===== config.mk =====
export PLATFORM = sky130hd
export DESIGN_NAME = fetch_stage_flat
export DESIGN_NICKNAME = d
export VERILOG_FILES = /design/src/rtl/fetch_pkg.sv /design/src/rtl/fetch_stage_if.sv /design/src/rtl/if_id_reg.sv /design/src/rtl/fetch_stage.sv /design/src/flat_wrapper.sv
export SDC_FILE = /design/constraint.sdc
export NUM_CORES = 1
export LEC_CHECK = 0
export BUFFER_PORTS_ARGS = -buffer_cell sky130_fd_sc_hd__buf_4
export CAP_MARGIN = 15
export CORE_ASPECT_RATIO = 1.75
export CORE_MARGIN = 3
export CORE_UTILIZATION = 30
export CTS_CLUSTER_DIAMETER = 50
export CTS_CLUSTER_SIZE = 20
export DETAILED_ROUTE_END_ITERATION = 6
export SYNTH_ARGS = -nofsm -noshare
export SYNTH_HDL_FRONTEND = slang
export SYNTH_SLANG_ARGS = --single-unit

===== constraint.sdc =====
create_clock -name clk -period 6.2 [get_ports clk]
set_clock_uncertainty 0.2 [all_clocks]
set_input_delay 1.24 -clock clk [delete_from_list [all_inputs] [get_ports clk]]
set_output_delay 1.24 -clock clk [all_outputs]
set_load 0.01 [all_outputs]

===== src/rtl/fetch_pkg.sv =====
// Shared definitions for the fetch stage: hazard-unit control encodings,
// fetch FSM states, IF/ID register select codes and the bubble instruction.
package fetch_pkg;

    localparam logic [1:0] IFC_ADVANCE = 2'b00;
    localparam logic [1:0] IFC_HOLD    = 2'b01;
    localparam logic [1:0] IFC_FLUSH   = 2'b10;

    // All-zero word decodes as sll $0,$0,0 on MIPS, i.e. a harmless NOP.
    localparam logic [31:0] NOP_WORD = 32'h0000_0000;

    typedef enum logic [1:0] {
        S_FETCH = 2'd0,
        S_BUF   = 2'd1,
        S_KILL  = 2'd2
    } fetch_state_e;

    typedef enum logic [1:0] {
        ID_HOLD   = 2'd0,
        ID_LOAD   = 2'd1,
        ID_BUBBLE = 2'd2
    } id_sel_e;

    // Instruction addresses are always word aligned.
    function automatic logic [31:0] word_align(input logic [31:0] addr);
        return addr & ~32'h0000_0003;
    endfunction

endpackage


===== src/rtl/fetch_stage_if.sv =====
// Instruction-memory request/acknowledge bus between the fetch stage
// (master) and the instruction memory (slave).
interface fetch_stage_if;

    logic        imem_req;
    logic [31:0] imem_addr;
    logic        imem_ack;
    logic [31:0] imem_rdata;

    modport master (
        output imem_req,
        output imem_addr,
        input  imem_ack,
        input  imem_rdata
    );

    modport slave (
        input  imem_req,
        input  imem_addr,
        output imem_ack,
        output imem_rdata
    );

endinterface


===== src/rtl/if_id_reg.sv =====
// IF/ID pipeline register: loads a new instruction, holds the current one,
// or inserts a bubble (valid cleared, NOP instruction, PC fields kept).
module if_id_reg
    import fetch_pkg::*;
#(
    parameter logic [31:0] NOP_INST = NOP_WORD
) (
    input  logic        clk,
    input  logic        rst,
    input  id_sel_e     sel,
    input  logic [31:0] load_pc,
    input  logic [31:0] load_inst,
    output logic        id_valid,
    output logic [31:0] id_pc,
    output logic [31:0] id_pc_plus4,
    output logic [31:0] id_inst
);

    // IF/ID register update according to the load/hold/bubble select
    always_ff @(posedge clk or posedge rst) begin
        if (rst) begin
            id_valid    <= 1'b0;
            id_pc       <= 32'h0000_0000;
            id_pc_plus4 <= 32'h0000_0000;
            id_inst     <= NOP_INST;
        end else begin
            unique case (sel)
                ID_LOAD: begin
                    id_valid    <= 1'b1;
                    id_pc       <= load_pc;
                    id_pc_plus4 <= load_pc + 32'd4;
                    id_inst     <= load_inst;
                end
                ID_BUBBLE: begin
                    id_valid <= 1'b0;
                    id_inst  <= NOP_INST;
                end
                default: ;
            endcase
        end
    end

endmodule


===== src/rtl/fetch_stage.sv =====
// Fetch unit and IF/ID register for the 5-stage MIPS core.
// Optional macro FETCH_PERF_EN adds perf_fetched / perf_wait counters.
module fetch_stage
    import fetch_pkg::*;
#(
    parameter logic [31:0] RESET_PC = 32'h0000_0000,
    parameter logic [31:0] NOP_INST = NOP_WORD
) (
    input  logic        clk,
    input  logic        rst,
    input  logic        pc_stall,
    input  logic [1:0]  if_ctrl,
    input  logic        redirect_valid,
    input  logic [31:0] redirect_pc,
    fetch_stage_if.master imem,
    output logic        id_valid,
    output logic [31:0] id_pc,
    output logic [31:0] id_pc_plus4,
    output logic [31:0] id_inst,
    output logic        fetch_busy
`ifdef FETCH_PERF_EN
    ,
    output logic [31:0] perf_fetched,
    output logic [31:0] perf_wait
`endif
);

    fetch_state_e state_q, state_d;
    logic [31:0]  pc_q, pc_d;
    logic [31:0]  req_addr_q, req_addr_d;
    logic [31:0]  buf_pc, buf_inst;
    logic         buf_load;
    id_sel_e      id_sel;
    logic [31:0]  ld_pc, ld_inst;

    logic advance, flush, hold, active, ack;

    assign advance = (if_ctrl == IFC_ADVANCE) && !pc_stall;
    assign flush   = (if_ctrl == IFC_FLUSH) || (if_ctrl == 2'b11);
    assign hold    = (if_ctrl == IFC_HOLD);
    assign active  = (state_q == S_FETCH) || (state_q == S_KILL);
    // Acks are only meaningful while a request is on the bus.
    assign ack     = active && imem.imem_ack;

    // Request is suppressed while reset is held so the first one appears after release.
    assign imem.imem_req  = !rst && active;
    assign imem.imem_addr = req_addr_q;
    assign fetch_busy     = !rst && (((state_q == S_FETCH) && !imem.imem_ack) ||
                                     (state_q == S_KILL));

    // Control registers: FSM state, fetch PC and outstanding request address
    always_ff @(posedge clk or posedge rst) begin
        if (rst) begin
            state_q    <= S_FETCH;
            pc_q       <= RESET_PC;
            req_addr_q <= RESET_PC;
        end else begin
            state_q    <= state_d;
            pc_q       <= pc_d;
            req_addr_q <= req_addr_d;
        end
    end

    // Skid buffer for an instruction that arrives while ID cannot accept it
    always_ff @(posedge clk) begin
        if (buf_load) begin
            buf_pc   <= pc_q;
            buf_inst <= imem.imem_rdata;
        end
    end

    // Next-state, PC update and IF/ID select; redirect overrides everything
    always_comb begin
        state_d    = state_q;
        pc_d       = pc_q;
        req_addr_d = req_addr_q;
        buf_load   = 1'b0;
        id_sel     = ID_HOLD;
        ld_pc      = pc_q;
        ld_inst    = imem.imem_rdata;

        if (redirect_valid) begin
            pc_d   = word_align(redirect_pc);
            id_sel = ID_BUBBLE;
            if (active && !ack) begin
                // A stale request is in flight: drain it before re-targeting.
                state_d = S_KILL;
            end else begin
                req_addr_d = word_align(redirect_pc);
                state_d    = S_FETCH;
            end
        end else begin
            unique case (state_q)
                S_FETCH: begin
                    if (ack && advance) begin
                        id_sel     = ID_LOAD;
                        pc_d       = pc_q + 32'd4;
                        req_addr_d = pc_q + 32'd4;
                    end else begin
                        if (ack) begin
                            buf_load = 1'b1;
                            state_d  = S_BUF;
                        end
                        // Advancing with nothing fetched leaves a bubble.
                        id_sel = (flush || advance) ? ID_BUBBLE : ID_HOLD;
                    end
                end
                S_BUF: begin
                    if (advance) begin
                        id_sel     = ID_LOAD;
                        ld_pc      = buf_pc;
                        ld_inst    = buf_inst;
                        pc_d       = buf_pc + 32'd4;
                        req_addr_d = buf_pc + 32'd4;
                        state_d    = S_FETCH;
                    end else begin
                        id_sel = flush ? ID_BUBBLE : ID_HOLD;
                    end
                end
                S_KILL: begin
                    if (ack) begin
                        req_addr_d = pc_q;
                        state_d    = S_FETCH;
                    end
                    id_sel = hold ? ID_HOLD : ID_BUBBLE;
                end
                default: state_d = S_FETCH;
            endcase
        end
    end

    if_id_reg #(
        .NOP_INST (NOP_INST)
    ) u_if_id (
        .clk         (clk),
        .rst         (rst),
        .sel         (id_sel),
        .load_pc     (ld_pc),
        .load_inst   (ld_inst),
        .id_valid    (id_valid),
        .id_pc       (id_pc),
        .id_pc_plus4 (id_pc_plus4),
        .id_inst     (id_inst)
    );

`ifdef FETCH_PERF_EN
    // Wrapping counters of valid IF/ID loads and memory-wait cycles
    always_ff @(posedge clk or posedge rst) begin
        if (rst) begin
            perf_fetched <= 32'h0;
            perf_wait    <= 32'h0;
        end else begin
            if (id_sel == ID_LOAD) perf_fetched <= perf_fetched + 32'd1;
            if (fetch_busy)        perf_wait    <= perf_wait + 32'd1;
        end
    end
`endif

endmodule


===== src/flat_wrapper.sv =====
// flat-port wrapper written by rule: the top's interface ports become plain ports
module fetch_stage_flat import fetch_pkg::*;
#(
    parameter logic [31:0] RESET_PC = 32'h0000_0000,
    parameter logic [31:0] NOP_INST = NOP_WORD
)
  (clk, rst, pc_stall, if_ctrl, redirect_valid, redirect_pc, id_valid, id_pc, id_pc_plus4, id_inst, fetch_busy, imem_imem_req, imem_imem_addr, imem_imem_ack, imem_imem_rdata);
  fetch_stage_if imem_i ();
  input  logic clk;
  input  logic rst;
  input  logic pc_stall;
  input  logic [1:0] if_ctrl;
  input  logic redirect_valid;
  input  logic [31:0] redirect_pc;
  output logic id_valid;
  output logic [31:0] id_pc;
  output logic [31:0] id_pc_plus4;
  output logic [31:0] id_inst;
  output logic fetch_busy;
  output wire logic [$bits(imem_i.imem_req)-1:0] imem_imem_req;
  output wire logic [$bits(imem_i.imem_addr)-1:0] imem_imem_addr;
  input wire logic [$bits(imem_i.imem_ack)-1:0] imem_imem_ack;
  input wire logic [$bits(imem_i.imem_rdata)-1:0] imem_imem_rdata;
  assign imem_imem_req = imem_i.imem_req;
  assign imem_imem_addr = imem_i.imem_addr;
  assign imem_i.imem_ack = imem_imem_ack;
  assign imem_i.imem_rdata = imem_imem_rdata;
  fetch_stage #(.RESET_PC(RESET_PC), .NOP_INST(NOP_INST)) u_core (.clk(clk), .rst(rst), .pc_stall(pc_stall), .if_ctrl(if_ctrl), .redirect_valid(redirect_valid), .redirect_pc(redirect_pc), .imem(imem_i), .id_valid(id_valid), .id_pc(id_pc), .id_pc_plus4(id_pc_plus4), .id_inst(id_inst), .fetch_busy(fetch_busy));
endmodule

==> run_results.csv <==
group,metric,value,unit
yosys,synth.area.top_cells,"dfrtp_1 32%, edfxtp_1 15%, nand2_1 5.4%",
drt,ant_nets,0,
drt,first_pass_iters,6,
timing,drv_slew,0,
drt,post_drt_via_cell_ratio,5.37,
global_route,grt_start_max_net_pins,94,
yosys,netlist_area,0.0124,sq mm
worst_hold_path,hp-class,"reg2reg",
yosys,synth.distinct_cells,75,
yosys,synth_edf_count,64,
cts,cts_buffer_depth,3,
cts,clk_pin_slew,0.08,ns
global_route,gr-total-overflow,0,
cts,post_cts_resized,0,
final_layout,drive_gt1_frac,0.188,
power,seqPwrFrac,0.430,
worst_setup_path,crit_path_start_kind,"primary input",
final_layout,antenna-diode-count,0,
cts,cts_tree,"done",
floorplanning,die_area,0.0439,sq mm
timing,hold_slack,0.288,ns
yosys,yosysTopAreaCellShare,0.325,
drt,drc,0,
power,irDropWorstVdd,0.158,mV
timing,rsz0062_at_grt,"no",
yosys,yosysTopAreaCell,"dfrtp_1",
drt,first_iter_violations,996,
power,power_density,354,mW/mm^2
cts,ctsHoldBuffers,0,
final_layout,utilization,0.363,
timing,finalSetupTns,0,ns
yosys,ys_top_cells_by_count,"180 x nand2_1, 161 x dfrtp_1, 111 x o21ai_0",
placed_design,dp_hpwl,30.9,mm
timing,fin_crit,4.22,ns
placed_design,dp_cells,1986,
final_layout,area_delta_synth_final,19.4,%
worst_setup_path,end_kind,"flop",
worst_setup_path,reg2reg_from,"u_core.state_q[1]",
power,power_frac_comb,0.350,
final_layout,num-nets-final,1535,
placed_design,place_congestion,0.960,
drt,wl_per_cell,20.8,microns
timing,timing_hold_violations_final,0,
yosys,avgSynthCellArea,9.30,sq um
global_route,grt_first_pass_wirelength,63.8,mm
cts,clock_latency,0.51,ns
timing,fin_crit_sh,0.681,
final_layout,seqCellArea,0.00595,sq mm
cts,cts_made_buffers,17,
timing,setup_violations,0,
final_layout,multiInputGateArea,0.00592,sq mm
worst_setup_path,worst_ep_arrival_time,4.43,ns
timing,fmax,237,MHz
yosys,syn_nets,1414,
floorplanning,ios,202,
yosys,seq_area_frac_synth,0.480,
global_route,track_usage,0.183,
power,switching_share,0.373,
final_layout,stdcell_count,2016,
cts,cts_max_level,1,
floorplanning,die_h,275,microns
timing,worst_slew_pin_slew,1.16,ns
drt,vias,10821,
placed_design,place_area,0.0143,sq mm
floorplanning,rows,98,
worst_hold_path,holdCritStartpoint,"u_core.u_if_id.id_inst[12]",
timing,slew_headroom,0.225,
power,p_leak,6.13,nW
cts,cts.sinks,225,
floorplanning,coreArea,0.0408,sq mm
global_route,antenna_found_initial,0,
run_status,status,"finished, final reports clean",
worst_setup_path,r2r_setup_slack,2.22,ns
yosys,ys_seq_elements,225,
floorplanning,die_w,160,microns
yosys,synth_flop_cell,"dfrtp_1",
worst_setup_path,timing.rr.end,"u_core.u_if_id.id_pc_plus4[23]",
worst_setup_path,crit_type,"in2reg",
cts,root_buffer,"clkbuf_16",
yosys,synth_async_sr_flop_share,0.716,
power,p_sw,1.96,mW
final_layout,final_area,0.0148,sq mm
cts,cts_setup_buffers,0,
worst_setup_path,cp.required,6.40,ns
power,pwr-share-clk,0.220,
worst_setup_path,path_cells,"buf_4 -> nor2b_1 -> nand2_2 -> buf_4 -> a32oi_1 -> nor3_1 -> xnor2_1 -> mux2_2",
worst_hold_path,min_to,"u_core.u_if_id.id_inst[12]",
power,p_int,3.29,mW
yosys,syn_inst,1334,
yosys,yosysMostFrequentCell,"nand2_1",
worst_setup_path,worstPathMaxFanout,51,
flow_run,cap_violations,0,
floorplanning,start_util,0.304,
worst_setup_path,r2r_cells,9,
worst_setup_path,cpPeakStageDelay,0.85,ns
yosys,synth_warnings,0,
final_layout,fill_cells,4134,
worst_setup_path,cp_common_cell,"buf_4",
global_route,grt_pass1_vias,10686,
worst_hold_path,min_delay_path_depth,2,
worst_setup_path,crit_slowest_cell,"nor2b_1",
placed_design,io_buffers,199,
drt,routed_wl,41.9,mm
-- power groups by stage --
stage	clock, mW	sequential, mW	combinational, mW
floorplan	0	2.29	0.901
global placement	0	2.27	1.83
detailed placement	0	2.28	1.85
CTS	1.19	2.26	1.86
global route	1.25	2.31	2.01
finish	1.15	2.26	1.84
-- kinds of logic after synthesis --
| group | Yosys count | share of synthesized area |
|---|---|---|
| mux | 81 | 0.0671 |
| compound gates | 334 | 0.168 |
| flops | 225 | 0.480 |
| buf+inv | 138 | 0.0462 |
| xor+xnor | 71 | 0.0501 |
| simple gates | 476 | 0.180 |
| fa+ha+maj | 9 | 0.00908 |
-- flip-flops by register name (all words and copies together), names as in the netlist --
register / flops
u_core.u_if_id.id_inst: 32
u_core.u_if_id.id_pc_plus4: 30
u_core.state_q: 2
u_core.u_if_id.id_pc: 32
u_core.pc_q: 32
u_core.buf_pc: 32
u_core.u_if_id.id_valid: 1
u_core.imem.imem_addr: 32
u_core.buf_inst: 32
-- per-layer routing --
layer  part of all wire  wire [microns]  global-route usage  vias to the layer above
li1                   -               -                   -                     5052
met1               0.39           16300               0.214                     5214
met4              0.060            2510               0.105                        0
met2               0.49           20700               0.320                      438
met5                  0               0                   0                        -
met3              0.057            2370              0.0267                      117
-- area by class of cell --
class | count | share of cell area
Inverter | 25 | 0.00667
Sequential cell | 225 | 0.402
Timing Repair Buffer | 215 | 0.109
Clock inverter | 9 | 0.00701
Clock buffer | 21 | 0.0297
Multi-Input combinational cell | 971 | 0.400
Tap cell | 550 | 0.0464
-- through the flow --
step	worst slack [ns]	power [mW]
floorplan	0.412	3.19
global placement	1.41	4.10
detailed placement	1.41	4.13
CTS	1.97	5.30
global route	1.71	5.57
finish	1.98	5.25
-- placed cells by master, fill, tap and decap left out, drive strengths merged, types with 8 or more instances in the layout --
| cell type | synthesis | layout |
|---|---|---|
| and3 | 16 | 16 |
| buf | 38 | 215 |
| xnor2 | 43 | 43 |
| nand4 | 20 | 20 |
| o21ai | 112 | 112 |
| edfxtp | 64 | 64 |
| nor4 | 19 | 19 |
| a211oi | 8 | 8 |
| mux2 | 17 | 17 |
| nor3 | 38 | 38 |
| nor2 | 107 | 107 |
| a22oi | 12 | 12 |
| dfrtp | 161 | 161 |
| and2 | 10 | 10 |
| o31ai | 14 | 14 |
| or3 | 12 | 12 |
| nand2b | 11 | 11 |
| ha | 9 | 9 |
| xor2 | 28 | 28 |
| clkbuf | 75 | 21 |
| a21oi | 75 | 75 |
| o211ai | 13 | 13 |
| o221ai | 12 | 12 |
| a31oi | 30 | 30 |
| mux2i | 64 | 64 |
| nand2 | 181 | 181 |
| inv | 24 | 28 |
| nand3 | 40 | 40 |
-- how the worst max path moves through the flow --
stage              startpoint                              to  slack (ns)  depth (start not counted)
2_1_floorplan             rst        u_core.imem.imem_addr[0]        0.41                          1
3_3_place_gp   redirect_valid  u_core.u_if_id.id_pc_plus4[10]        1.41                         12
3_5_place_dp   redirect_valid  u_core.u_if_id.id_pc_plus4[10]        1.41                         12
4_1_cts        redirect_valid  u_core.u_if_id.id_pc_plus4[10]        1.97                         12
5_1_grt        redirect_valid  u_core.u_if_id.id_pc_plus4[10]        1.71                         12
6_report       redirect_valid  u_core.u_if_id.id_pc_plus4[23]        1.98                          8
-- critical path, delay by kind of cell --
kind                   cells  cell delay (ns)
AND/OR/NAND/NOR            3             1.53
buffers and inverters      2             0.74
AO/OA/AOI/OAI              1             0.47
XOR/XNOR                   1             0.15
multiplexers               1             0.26
Power figures use the tool's default switching activity.
